## src/rtl/bmm150_spi_pkg.sv

```systemverilog
// rtl/bmm150_spi_pkg.sv - shared state type and frame constants for the BMM150 SPI engine
package bmm150_spi_pkg;

  typedef enum logic [2:0] {
    ST_IDLE,
    ST_CS_SETUP,
    ST_SHIFT,
    ST_CS_HOLD,
    ST_CS_GAP
  } spi_state_t;

  localparam int CMD_BITS = 8;
  localparam int BURST_BYTES = 8;
  localparam logic [6:0] REG_DATA_X_LSB = 7'h42;
  localparam int MAX_BITS = CMD_BITS + 8 * BURST_BYTES;

  // Index of the final SCLK bit of a frame: command byte plus one or eight data bytes.
  function automatic logic [6:0] last_bit_idx(input logic is_burst);
    return is_burst ? 7'(MAX_BITS - 1) : 7'(CMD_BITS + 8 - 1);
  endfunction

endpackage

```

## src/rtl/bmm150_spi_engine_if.sv

```systemverilog
// rtl/bmm150_spi_engine_if.sv - request/response bus between the command FSM and the SPI engine
interface bmm150_spi_engine_if;

  logic        enable;
  logic        start;
  logic        burst;
  logic        rw;
  logic [6:0]  reg_addr;
  logic [7:0]  tx_data;
  logic [7:0]  rx_data;
  logic [63:0] burst_data;
  logic        busy;
  logic        done;

  modport master (
    output enable, start, burst, rw, reg_addr, tx_data,
    input  rx_data, burst_data, busy, done
  );

  modport slave (
    input  enable, start, burst, rw, reg_addr, tx_data,
    output rx_data, burst_data, busy, done
  );

endinterface

```

## src/rtl/bmm150_sclk_tick.sv

```systemverilog
// rtl/bmm150_sclk_tick.sv - half-period counter producing SCLK fall/rise strobes
module bmm150_sclk_tick #(
  parameter int HALF = 25
) (
  input  logic clk,
  input  logic nrst,
  input  logic en,
  output logic fall_tick,
  output logic rise_tick
);

  localparam int CW = (HALF > 1) ? $clog2(HALF) : 1;

  logic [CW-1:0] cnt;
  logic          phase_hi;
  logic          wrap;

  // phase_hi marks a half-period where SCLK is (or would be) high, so its wrap is a fall point.
  assign wrap      = en && (cnt == CW'(HALF - 1));
  assign fall_tick = wrap && phase_hi;
  assign rise_tick = wrap && !phase_hi;

  // Count half periods while a transfer runs; idle or abort restarts from a high phase.
  always_ff @(posedge clk or negedge nrst) begin
    if (!nrst) begin
      cnt      <= '0;
      phase_hi <= 1'b1;
    end else if (!en) begin
      cnt      <= '0;
      phase_hi <= 1'b1;
    end else if (wrap) begin
      cnt      <= '0;
      phase_hi <= ~phase_hi;
    end else begin
      cnt <= cnt + 1'b1;
    end
  end

endmodule

```

## src/rtl/bmm150_spi_engine.sv

```systemverilog
// rtl/bmm150_spi_engine.sv - SPI mode 3 master for BMM150 single/burst register access (option: BMM150_SPI_LOOPBACK_EN)
module bmm150_spi_engine
  import bmm150_spi_pkg::*;
#(
  parameter int CLK_HZ  = 50_000_000,
  parameter int SPI_CLK = 1_000_000
) (
  input  logic                       clk,
  input  logic                       nrst,
  bmm150_spi_engine_if.slave         bus,
  output logic                       sclk,
  output logic                       mosi,
  input  logic                       miso,
  output logic                       cs_n
);

  localparam int HALF = CLK_HZ / (2 * SPI_CLK);

  if (HALF < 2) begin : g_bad_half
    $error("bmm150_spi_engine: CLK_HZ/(2*SPI_CLK) must be at least 2");
  end

  spi_state_t  state;
  logic        burst_q;
  logic        rw_q;
  logic [6:0]  bit_cnt;
  logic [71:0] tx_sr;
  logic [63:0] rx_sr;
  logic        fall_tick;
  logic        rise_tick;
  logic        tick_en;
  logic        sample_bit;

  assign tick_en = (state != ST_IDLE) && bus.enable;

  bmm150_sclk_tick #(.HALF(HALF)) u_tick (
    .clk       (clk),
    .nrst      (nrst),
    .en        (tick_en),
    .fall_tick (fall_tick),
    .rise_tick (rise_tick)
  );

`ifdef BMM150_SPI_LOOPBACK_EN
  // Self-test: read back what is being driven; the sensor pin is not consulted.
  assign sample_bit = mosi;
`else
  logic miso_meta;
  logic miso_sync;

  // Two-flop synchroniser for the asynchronous sensor data line.
  always_ff @(posedge clk or negedge nrst) begin
    if (!nrst) begin
      miso_meta <= 1'b0;
      miso_sync <= 1'b0;
    end else begin
      miso_meta <= miso;
      miso_sync <= miso_meta;
    end
  end

  assign sample_bit = miso_sync;
`endif

  // Transaction sequencer: chip-select framing, SCLK shaping, bit shifting and result capture.
  always_ff @(posedge clk or negedge nrst) begin
    if (!nrst) begin
      state          <= ST_IDLE;
      sclk           <= 1'b1;
      cs_n           <= 1'b1;
      mosi           <= 1'b0;
      bus.busy       <= 1'b0;
      bus.done       <= 1'b0;
      bus.rx_data    <= '0;
      bus.burst_data <= '0;
      burst_q        <= 1'b0;
      rw_q           <= 1'b0;
      bit_cnt        <= '0;
      tx_sr          <= '0;
      rx_sr          <= '0;
    end else begin
      bus.done <= 1'b0;
      if ((state != ST_IDLE) && !bus.enable) begin
        // Abort: release the bus at once and drop the transfer without a completion.
        state    <= ST_IDLE;
        cs_n     <= 1'b1;
        sclk     <= 1'b1;
        bus.busy <= 1'b0;
      end else begin
        case (state)
          ST_IDLE: begin
            if (bus.enable && bus.start) begin
              state    <= ST_CS_SETUP;
              cs_n     <= 1'b0;
              bus.busy <= 1'b1;
              rw_q     <= bus.rw;
              burst_q  <= bus.burst && bus.rw;
              bit_cnt  <= '0;
              // Bit 0 (rw) goes out with chip select; the rest queue MSB first, data zero on reads.
              mosi     <= bus.rw;
              tx_sr    <= {bus.reg_addr, (bus.rw ? 8'h00 : bus.tx_data), 57'd0};
            end
          end
          ST_CS_SETUP: begin
            if (fall_tick) begin
              state <= ST_SHIFT;
              sclk  <= 1'b0;
            end
          end
          ST_SHIFT: begin
            if (rise_tick) begin
              sclk <= 1'b1;
            end
            if (fall_tick) begin
              // End of a high phase: sample, then either advance to the next bit or finish.
              rx_sr <= {rx_sr[62:0], sample_bit};
              if (bit_cnt == last_bit_idx(burst_q)) begin
                state <= ST_CS_HOLD;
              end else begin
                bit_cnt <= bit_cnt + 7'd1;
                sclk    <= 1'b0;
                mosi    <= tx_sr[71];
                tx_sr   <= {tx_sr[70:0], 1'b0};
              end
            end
          end
          ST_CS_HOLD: begin
            if (rise_tick) begin
              state    <= ST_CS_GAP;
              cs_n     <= 1'b1;
              bus.done <= 1'b1;
              if (rw_q && burst_q) begin
                bus.burst_data <= rx_sr;
              end else if (rw_q) begin
                bus.rx_data <= rx_sr[7:0];
              end
            end
          end
          ST_CS_GAP: begin
            if (fall_tick) begin
              state    <= ST_IDLE;
              bus.busy <= 1'b0;
            end
          end
          default: begin
            state <= ST_IDLE;
          end
        endcase
      end
    end
  end

endmodule

```

## src/flat_wrapper.sv

```systemverilog
// flat-port wrapper written by rule: the top's interface ports become plain ports
module bmm150_spi_engine_flat import bmm150_spi_pkg::*;
#(
  parameter int CLK_HZ  = 50_000_000,
  parameter int SPI_CLK = 1_000_000
)
  (clk, nrst, sclk, mosi, miso, cs_n, bus_enable, bus_start, bus_burst, bus_rw, bus_reg_addr, bus_tx_data, bus_rx_data, bus_burst_data, bus_busy, bus_done);
  bmm150_spi_engine_if bus_i ();
  input  logic clk;
  input  logic nrst;
  output logic sclk;
  output logic mosi;
  input  logic miso;
  output logic cs_n;
  input wire logic [$bits(bus_i.enable)-1:0] bus_enable;
  input wire logic [$bits(bus_i.start)-1:0] bus_start;
  input wire logic [$bits(bus_i.burst)-1:0] bus_burst;
  input wire logic [$bits(bus_i.rw)-1:0] bus_rw;
  input wire logic [$bits(bus_i.reg_addr)-1:0] bus_reg_addr;
  input wire logic [$bits(bus_i.tx_data)-1:0] bus_tx_data;
  output wire logic [$bits(bus_i.rx_data)-1:0] bus_rx_data;
  output wire logic [$bits(bus_i.burst_data)-1:0] bus_burst_data;
  output wire logic [$bits(bus_i.busy)-1:0] bus_busy;
  output wire logic [$bits(bus_i.done)-1:0] bus_done;
  assign bus_i.enable = bus_enable;
  assign bus_i.start = bus_start;
  assign bus_i.burst = bus_burst;
  assign bus_i.rw = bus_rw;
  assign bus_i.reg_addr = bus_reg_addr;
  assign bus_i.tx_data = bus_tx_data;
  assign bus_rx_data = bus_i.rx_data;
  assign bus_burst_data = bus_i.burst_data;
  assign bus_busy = bus_i.busy;
  assign bus_done = bus_i.done;
  bmm150_spi_engine #(.CLK_HZ(CLK_HZ), .SPI_CLK(SPI_CLK)) u_core (.clk(clk), .nrst(nrst), .bus(bus_i), .sclk(sclk), .mosi(mosi), .miso(miso), .cs_n(cs_n));
endmodule
```

## config.mk

```make
export PLATFORM = sky130hd
export DESIGN_NAME = bmm150_spi_engine_flat
export DESIGN_NICKNAME = d
export VERILOG_FILES = /design/src/rtl/bmm150_spi_pkg.sv /design/src/rtl/bmm150_spi_engine_if.sv /design/src/rtl/bmm150_sclk_tick.sv /design/src/rtl/bmm150_spi_engine.sv /design/src/flat_wrapper.sv
export SDC_FILE = /design/constraint.sdc
export NUM_CORES = 1
export LEC_CHECK = 0
export CAP_MARGIN = 20
export CORE_UTILIZATION = 55
export CTS_BUF_LIST = sky130_fd_sc_hd__clkbuf_4 sky130_fd_sc_hd__clkbuf_8
export DETAILED_ROUTE_END_ITERATION = 8
export GPL_ROUTABILITY_DRIVEN = 0
export PLACE_DENSITY = 0.91
export REMOVE_ABC_BUFFERS = 1
export SYNTH_ARGS = -nofsm -noshare
export SYNTH_HDL_FRONTEND = slang
export SYNTH_HIERARCHICAL = 1
export SYNTH_SLANG_ARGS = --single-unit
```

## constraint.sdc

```tcl
create_clock -name clk -period 4.1 [get_ports clk]
set_input_delay 0.82 -clock clk [delete_from_list [all_inputs] [get_ports clk]]
set_output_delay 0.82 -clock clk [all_outputs]
set_load 0.1 [all_outputs]
```

=== Word-level counts from Yosys, hierarchy flattened ===
Cells that the tools add are included.

* Register bits after elaboration: 233

* Add/sub/neg operators: 2
* Equality and inequality tests: 16
* Muxes and demuxes: 42
* Bitwise gates (word level): 3
* Reductions and logical operators: 25

{| class="wikitable"
|+ Operator list
! kind !! count
|-
| $mux 72 || 3
|-
| $pmux 72 s2 || 1
|-
| $mux 7 || 4
|-
| $mux 3 || 7
|-
| $mux 1 || 18
|-
| $ne 3x1->1 const B || 6
|-
| $pmux 3 s5 || 1
|-
| $pmux 7 s2 || 1
|-
| $reduce_and 3->1 || 4
|-
| $reduce_bool 3->1 || 4
|-
| $mux 5 || 2
|-
| $reduce_and 5->1 || 2
|-
| $logic_and 1x1->1 || 8
|-
| $mux 8 || 1
|-
| $pmux 1 s2 || 4
|-
| $add 7x1->7 const B || 1
|-
| $eq 7x7->1 || 1
|-
| $eq 3x2->1 const B || 2
|-
| $ne 2x1->1 const B || 3
|-
| $reduce_and 6->1 || 1
|-
| $add 5x1->5 const B || 1
|-
| $eq 5x5->1 const B || 1
|-
| $reduce_and 4->1 || 1
|-
| $eq 3x1->1 const B || 1
|-
| other kinds (7) || 10
|}

=== Logic depth before layout (Yosys ltp) ===
Gate-level depths: netlist of run 1.

* Depth after elaboration: 9
* Depth in mapped cells: 13
* Gate-level depth less buffers: 8

=== By module ===
The synthesis of run 1 kept the hierarchy.

{| class="wikitable"
|+ By module, submodules not included
! module !! times used !! cells each !! area each (um2)
|-
| bmm150_spi_engine || 1 || 476 || 6837.8
|-
| bmm150_sclk_tick || 1 || 29 || 325.3
|}

=== Worst setup path before layout of run 1 ===
OpenSTA, ideal clock, no wires.

* Path kind: input port to flip-flop
* Start point: input bus_enable
* End point: register u_core.rw_q
* Library setup time: 125 ps
* Arrival time: 2818 ps
* Required time: 3975 ps
* Setup slack: 1157 ps
* Stages: 11
* Cells stage by stage: buf_4 inv_1 nor2_1 nand2_1 nor2_1 clkbuf_1 mux2i_1 or2_1 buf_6 nor2_2 mux2_2

* Word-level cells in the longest chain between the ends: 4
* Elaborated cells between the ends (all ways): 5
* Classes of those cells: bitwise: 1; reduce/logical: 4

{| class="wikitable"
|+ RTL lines
! item !! RTL line !! text
|-
| start, declared || flat_wrapper.sv:15 || <nowiki>input wire logic [$bits(bus_i.enable)-1:0] bus_enable;</nowiki>
|-
| $logic_not 1->1 || bmm150_spi_engine.sv:83 || <nowiki>if ((state != ST_IDLE) && !bus.enable) begin</nowiki>
|-
| $logic_and 1x1->1 || bmm150_spi_engine.sv:83 ||
|-
| $not 1->1 (no line) || n/a ||
|-
| $reduce_and 3->1 (no line) (*) || n/a ||
|-
| end signal, assigned || bmm150_spi_engine.sv:96 || <nowiki>rw_q <= bus.rw;</nowiki>
|-
| end, declared || bmm150_spi_engine.sv:25 || <nowiki>logic rw_q;</nowiki>
|}

Every way passes the cells marked *; elsewhere a longest branch is shown, timed or not.
A chain may end at the register's enable or synchronous reset.

=== Worst setup path after layout of run 1 ===
* Start point: input bus_enable
* End point: register u_core.bus.burst_data[16]

* Word-level cells in the longest chain between the ends: 4
* Elaborated cells between the ends (all ways): 7
* Classes of those cells: bitwise: 1; reduce/logical: 6

{| class="wikitable"
|+ RTL lines
! item !! RTL line !! text
|-
| $logic_and 1x1->1 || bmm150_spi_engine.sv:34 || <nowiki>assign tick_en = (state != ST_IDLE) && bus.enable;</nowiki>
|-
| net u_core.tick_en || bmm150_spi_engine.sv:31 || <nowiki>logic tick_en;</nowiki>
|-
| $logic_and 1x1->1 || bmm150_sclk_tick.sv:19 || <nowiki>assign wrap = en && (cnt == CW'(HALF - 1));</nowiki>
|-
| $logic_and 1x1->1 || bmm150_sclk_tick.sv:21 || <nowiki>assign rise_tick = wrap && !phase_hi;</nowiki>
|-
| net u_core.rise_tick || bmm150_spi_engine.sv:30 || <nowiki>logic rise_tick;</nowiki>
|-
| $reduce_and 4->1 (no line) || n/a ||
|-
| end signal, assigned || bmm150_spi_engine.sv:133 || <nowiki>bus.burst_data <= rx_sr;</nowiki>
|-
| end, declared || bmm150_spi_engine_if.sv:22 || <nowiki>output rx_data, burst_data, busy, done</nowiki>
|}

The timed path passes the listed nets, and every way through them passes these cells.

==> out/results.ini, run 1 <==
[status]
status = finished, final reports clean

[critical_path]
endpoint_kind = flip-flop
max_stage_delay_ps = 630
critPathRequiredTime_ps = 4440
cp_max_fo = 64
timing_worst_setup_path_type = primary input to flip-flop
critical_path_arrival_ps = 3570
worst_r2r_path_depth = 7
worst-path-buf-inv = 3
critical_path.top_delay_family = buffers and inverters
r2r_slack_ps = 1180
cp-startpoint = bus_enable
worstReg2RegEnd = u_core/bus.burst_data[16]$_DFFE_PN0P_
crit_chain = clkdlybuf4s50_1 -> inv_1 -> nor2_1 -> nor3b_1 -> and3_1 -> nand3_4 -> buf_4 -> mux2_2
cp_num_cells = 8
crit_path_end = u_core/bus.burst_data[16]$_DFFE_PN0P_
start_kind = primary input
cpMaxStageDelayCell = clkdlybuf4s50_1
regToRegStartpoint = u_core/state[1]$_DFFE_PN0P_

[sta]
finalSetupTns_ps = 0
maxSlewHeadroom_pct = 30.2
worst_pin_slew_ps = 1040
rsz0062_at_grt = no
finalHoldViolCount = 0
period_share_pct = 78.6
fin_worst_skew_ps = 12.3
setup_viol = 0
fmax_ghz = 0.310
min_period_ps = 3220
maxSlewViolCount = 0
whs_ps = 364

[clocking]
clock_path_buffers = 2
cts_resized = 0
cts-root-buf = clkbuf_8
postCtsSetupBuffers = 0
cts_tree = yes
clk_latency_ps = 460
hold_buffers = 0
clk_pin_slew_worst_paths_ps = 100
htreeDepth = 4
cts.sinks = 176
cts-buffers-inserted = 17

[route]
drt_drc_violations_left = 0
drt-met1-wl_mm = 5.50
wl_met3_um = 916
vias_per_cell = 5.44
top_layer_used = met4
drt-total-wl_mm = 13.2
initialDrtViolationCount = 371
vias = 4286
postRouteAntennaNets = 0
wl_per_cell_um = 16.8
met2WireLength_mm = 6.67
first_pass_iters = 4

[power]
p_per_area_nw_per_um2 = 417
vdd_drop_max_mv = 0.250
power.static_leakage_nw = 4.15

[global_route]
track_usage_pct = 21.5
antenna_found_initial = 0
grt_pass1_wl_mm = 21.9
overflow = 0
grt_pass1_vias = 4474
grt_max_degree = 94

[synth]
yosys-top-cells-count = 173 x dfrtp_1, 144 x mux2_2, 33 x o21ai_0, 20 x nand2_1, 14 x buf_2
yosysWarnings = 6
avgSynthCellArea_um2 = 14.2
yosysMostFrequentCell = dfrtp_1
synth_cell_types = 52
synth_top_area_cell = dfrtp_1
synth_top_area_share_pct = 60.4
synth-seq-cells = 176
ys_top_cells_by_area = dfrtp_1 60%, mux2_2 23%, o21ai_0 2.3%, mux2i_1 1.5%, dfstp_2 1.1%
synth-seq-area-share_pct = 61.5
synth_edf_count = 0
ys.flop_type = dfrtp_1
syn_area_um2 = 7160
syn_inst = 505
ys_async_sr_fraction_pct = 100

[floorplanning]
dieArea_um2 = 13500
die_w_um = 116
placementRows = 41
core-area_um2 = 12700
io_pins = 99
die_h_um = 116
start_util_pct = 56.5

[final_layout]
fillers = 908
fin_nets = 628
area_delta_synth_final_pct = 21.3
diodes = 0
drive_gt1_share_pct = 32.0

[run]
max-cap-violations = 0

[min_path]
hp-class = flip-flop to flip-flop
min_path_cells = 0

[placement]
hpwl_mm = 8.79
portBuffers = 98

==> worst min path at each step <==
stage	from	slack (ps)	endpoint
finish	u_core/miso_meta$_DFF_PN0_	360	u_core/miso_sync$_DFF_PN0_
global route	u_core/miso_meta$_DFF_PN0_	370	u_core/miso_sync$_DFF_PN0_
CTS	u_core/miso_meta$_DFF_PN0_	370	u_core/miso_sync$_DFF_PN0_
detailed placement	u_core/miso_meta$_DFF_PN0_	350	u_core/miso_sync$_DFF_PN0_
global placement	u_core/miso_meta$_DFF_PN0_	340	u_core/miso_sync$_DFF_PN0_
floorplan	u_core/miso_meta$_DFF_PN0_	330	u_core/miso_sync$_DFF_PN0_
==> flip-flops by register name, indices dropped and copies added, names as in the netlist, 3 cells and up <==
signal                 count
u_core/bit_cnt             7
u_core/state               3
u_core/tx_sr              15
u_core/bus.rx_data         8
u_core/bus.burst_data     64
u_core/u_tick/cnt          5
u_core/rx_sr              64
==> per-stage QoR <==
step	instances	setup WS (ps)	utilization, %	instance area, um2	power (mW)
after floorplan	478	69.5	-	7030	2.36
after global placement	756	530	65.6	8320	2.52
after detailed placement	756	466	65.6	8320	2.55
after CTS	788	951	68.6	8690	3.66
after global routing	788	682	68.6	8690	3.79
final	788	877	68.6	8690	3.62
==> cells in the final DEF (no fill, tap or decap), drive strengths merged, types with 3 or more instances in the layout <==
master / n
o31ai: 3
or4: 3
clkdlybuf4s50: 97
clkinv: 3
and3: 4
clkinvlp: 4
nor4: 4
a21oi: 9
dfstp: 3
nor3: 3
o211ai: 3
clkbuf: 21
nand3: 7
o21ai: 33
mux2i: 11
ha: 3
mux2: 145
nor3b: 4
nor2: 10
buf: 9
dfrtp: 173
nor2b: 3
inv: 11
nand2: 20
==> where the power goes <==
| group | total [mW] | leakage [nW] | internal [mW] | switching [mW] |
|---|---|---|---|---|
| combinational | 0.554 | 1.55 | 0.216 | 0.338 |
| clock | 1.10 | 0.179 | 0.472 | 0.627 |
| sequential | 1.97 | 2.42 | 1.85 | 0.115 |
| total | 3.62 | 4.15 | 2.54 | 1.08 |
==> final cells by class <==
cell class	instances	area (um2)	share of cell area, %
repair buffers	106	1050	12.1
inverters	7	26.3	0.302
multi-input cells	295	2610	30.1
clock inverters	11	98.8	1.14
flip-flops and latches	176	4410	50.7
well taps	172	215	2.48
clock buffers	21	270	3.11
==> cells by family after synthesis <==
kind of cell / count (synthesis) / synth area share [%]
AND/OR/NAND/NOR: 71 / 5.62
AO/OA/AOI/OAI: 61 / 5.15
buffers and inverters: 34 / 2.29
multiplexers: 156 / 24.4
XOR/XNOR: 4 / 0.489
flip-flops: 176 / 61.5
adder cells (fa/ha/maj): 3 / 0.524
==> layer usage <==
layer,up-vias,global-route usage [%]
met4,0,7.78
met5,-,0
li1,2002,-
met2,116,35.2
met1,2154,26.6
met3,14,7.32
Power figures use the tool's default switching activity.
==> run 2, diff against run 1 <==
- CORE_UTILIZATION: 55 -> 51
- PLACE_DENSITY: 0.91 -> 0.89
- clock period: 4.1 -> 2.8 ns (I/O delays scaled with it)
==> out/results.ini, run 2 (synthesis gave the netlist of run 1 again) <==
[critical_path]
r2r_slack_ps = 450  ; was 1180 ps
timing_worst_setup_path_type = primary input to flip-flop  ; unchanged
regToRegStartpoint = u_core/u_tick/cnt[0]$_DFF_PN0_  ; was u_core/state[1]$_DFFE_PN0P_
start_kind = primary input  ; unchanged
endpoint_kind = flip-flop  ; unchanged
worst-path-buf-inv = 2  ; was 3
crit_chain = clkdlybuf4s50_1 -> inv_1 -> nor2_1 -> nand2_1 -> nor2_1 -> mux2i_1 -> or2_1 -> or4_1 -> a21oi_1  ; was clkdlybuf4s50_1 -> inv_1 -> nor2_1 -> nor3b_1 -> and3_1 -> nand3_4 -> buf_4 -> mux2_2
critPathRequiredTime_ps = 3180  ; was 4440 ps
max_stage_delay_ps = 540  ; was 630 ps
cp-startpoint = bus_enable  ; unchanged
cp_max_fo = 5  ; was 64
critical_path_arrival_ps = 2740  ; was 3570 ps
critical_path.top_delay_family = simple AND/OR/NAND/NOR gates  ; was buffers and inverters
cpMaxStageDelayCell = or4_1  ; was clkdlybuf4s50_1
worst_path_most_repeated_cell = nor2_1

[placement]
hpwl_mm = 9.08  ; was 8.79 mm
portBuffers = 98  ; unchanged
pre_cts_ws_ps = -7.43  ; was 466 ps

[sta]
min_period_ps = 2360
period_share_pct = 84.4
worst_pin_slew_ps = 495  ; was 1040 ps
setup_slack_ps = 438  ; was 877 ps
rsz0062_at_grt = no  ; unchanged
setup_viol = 0  ; unchanged
maxSlewHeadroom_pct = 66.5  ; was 30.2%
fin_worst_skew_ps = 17.7  ; was 12.3 ps
finalHoldViolCount = 0  ; unchanged
finalSetupTns_ps = 0  ; unchanged
maxSlewViolCount = 0  ; unchanged
fmax_ghz = 0.423
whs_ps = 57.8  ; was 364 ps

[route]
initialDrtViolationCount = 280  ; was 371
first_pass_iters = 7  ; was 4
drt-total-wl_mm = 13.5  ; was 13.2 mm
wl_per_cell_um = 16.8  ; about the same
vias_per_cell = 5.46  ; was 5.44
drt_drc_violations_left = 0  ; unchanged
postRouteAntennaNets = 0  ; unchanged
vias = 4387  ; was 4286

[clocking]
cts_resized = 0  ; unchanged
htreeDepth = 4  ; unchanged
clock_path_buffers = 2  ; unchanged
clk_pin_slew_worst_paths_ps = 100  ; about the same
clk_latency_ps = 450  ; was 460 ps
cts_tree = yes  ; unchanged
hold_buffers = 0  ; unchanged
cts-buffers-inserted = 17  ; unchanged
cts-root-buf = clkbuf_8  ; unchanged
postCtsSetupBuffers = 0  ; unchanged
cts.sinks = 176  ; unchanged

[power]
p_total_mw = 5.62  ; was 3.62 mW
p_seq_share_pct = 50.3  ; was 54.3%
p_per_area_nw_per_um2 = 647  ; was 417 nW/um2
combPwrFrac_pct = 16.3  ; was 15.3%
clkPwrFrac_pct = 33.4  ; was 30.4%
p_sw_mw = 1.59  ; was 1.08 mW
power.static_leakage_nw = 4.41  ; was 4.15 nW
intPower_mw = 4.03  ; was 2.54 mW
vdd_drop_max_mv = 0.295  ; was 0.250 mV
swShare_pct = 28.2  ; was 29.8%

[status]
status = finished, final reports clean  ; unchanged

[final_layout]
utilization_pct = 64.6  ; was 68.6%
fin_nets = 639  ; was 628
diodes = 0  ; unchanged
drive_gt1_share_pct = 45.5  ; was 32.0%
final_cell_mix = 173 x dfrtp_1, 144 x mux2_2, 92 x buf_4  ; was 173 x dfrtp_1, 144 x mux2_2, 97 x clkdlybuf4s50_1
layout_commonest_cell = dfrtp_1  ; unchanged
fillers = 1026  ; was 908
top_regs = u_core/bus.burst_data x64, u_core/rx_sr x64, u_core/tx_sr x15  ; unchanged
area_delta_synth_final_pct = 21.3  ; about the same

[global_route]
track_usage_pct = 19.9  ; was 21.5%
overflow = 0  ; unchanged
grt_max_degree = 65  ; was 94
antenna_found_initial = 0  ; unchanged
grt_pass1_vias = 4527  ; was 4474
grt_pass1_wl_mm = 22.4  ; was 21.9 mm

[floorplanning]
dieArea_um2 = 14500  ; was 13500 um2
placementRows = 42  ; was 41
die_h_um = 121  ; was 116 um
core-area_um2 = 13500  ; was 12700 um2
start_util_pct = 53.2  ; was 56.5%
io_pins = 99  ; unchanged
die_w_um = 121  ; was 116 um

[min_path]
hp-class = primary input to async pin  ; was flip-flop to flip-flop

[run]
max-cap-violations = 0  ; unchanged

## run 2: power by group through the flow
stage	combinational (mW)	sequential (mW)	clock (mW)
6_report	0.915	2.83	1.88
5_1_grt	0.989	2.85	2.01
4_1_cts	0.913	2.82	1.92
3_5_place_dp	0.900	2.88	0
3_3_place_gp	0.857	2.86	0
2_1_floorplan	0.426	3.03	0
## run 2: final cells by class
type                            instances  area, um2  share of cell area, %
Sequential cell                       176       4410                   50.7
Multi-Input combinational cell        295       2610                   30.1
Timing Repair Buffer                  117        982                   11.3
Clock buffer                           21        283                   3.26
Tap cell                              176        220                   2.54
Clock inverter                         11        153                   1.76
Inverter                                7       26.3                  0.303
## run 2: worst paths after layout
path	end	cells past startpoint
max	u_core/bit_cnt[4]$_DFFE_PN0P_	9
min	u_core/tx_sr[64]$_DFFE_PN0P_	1
max reg2reg	u_core/bus.burst_data[61]$_DFFE_PN0P_	8
min reg2reg	u_core/miso_sync$_DFF_PN0_	0
max in group asynchronous	u_core/bus.burst_data[57]$_DFFE_PN0P_	2
min in group clk	u_core/miso_sync$_DFF_PN0_	0
## run 2: worst register-to-register path, delay by kind of cell, from the launching register on
kind | cells | cell delay, ps
and+or+nand+nor | 4 | 930
DFF | 1 | 410
muxes | 1 | 410
buffers and inverters | 2 | 290
adders and majority gates | 1 | 190
## run 2: per-stage QoR
stage | std cells | cell area [um2]
finish | 803 | 8690
CTS | 803 | 8690
global placement | 771 | 8250
global route | 803 | 8690
floorplan | 478 | 7030
detailed placement | 771 | 8250
## run 2: routing by layer
metal | vias to the layer above | track usage (%) | routed length (um)
met5 | - | 0 | 0
met4 | 0 | 9.57 | 318
met3 | 26 | 4.91 | 638
met2 | 115 | 32.0 | 6710
met1 | 2214 | 25.4 | 5850
li1 | 2032 | - | -
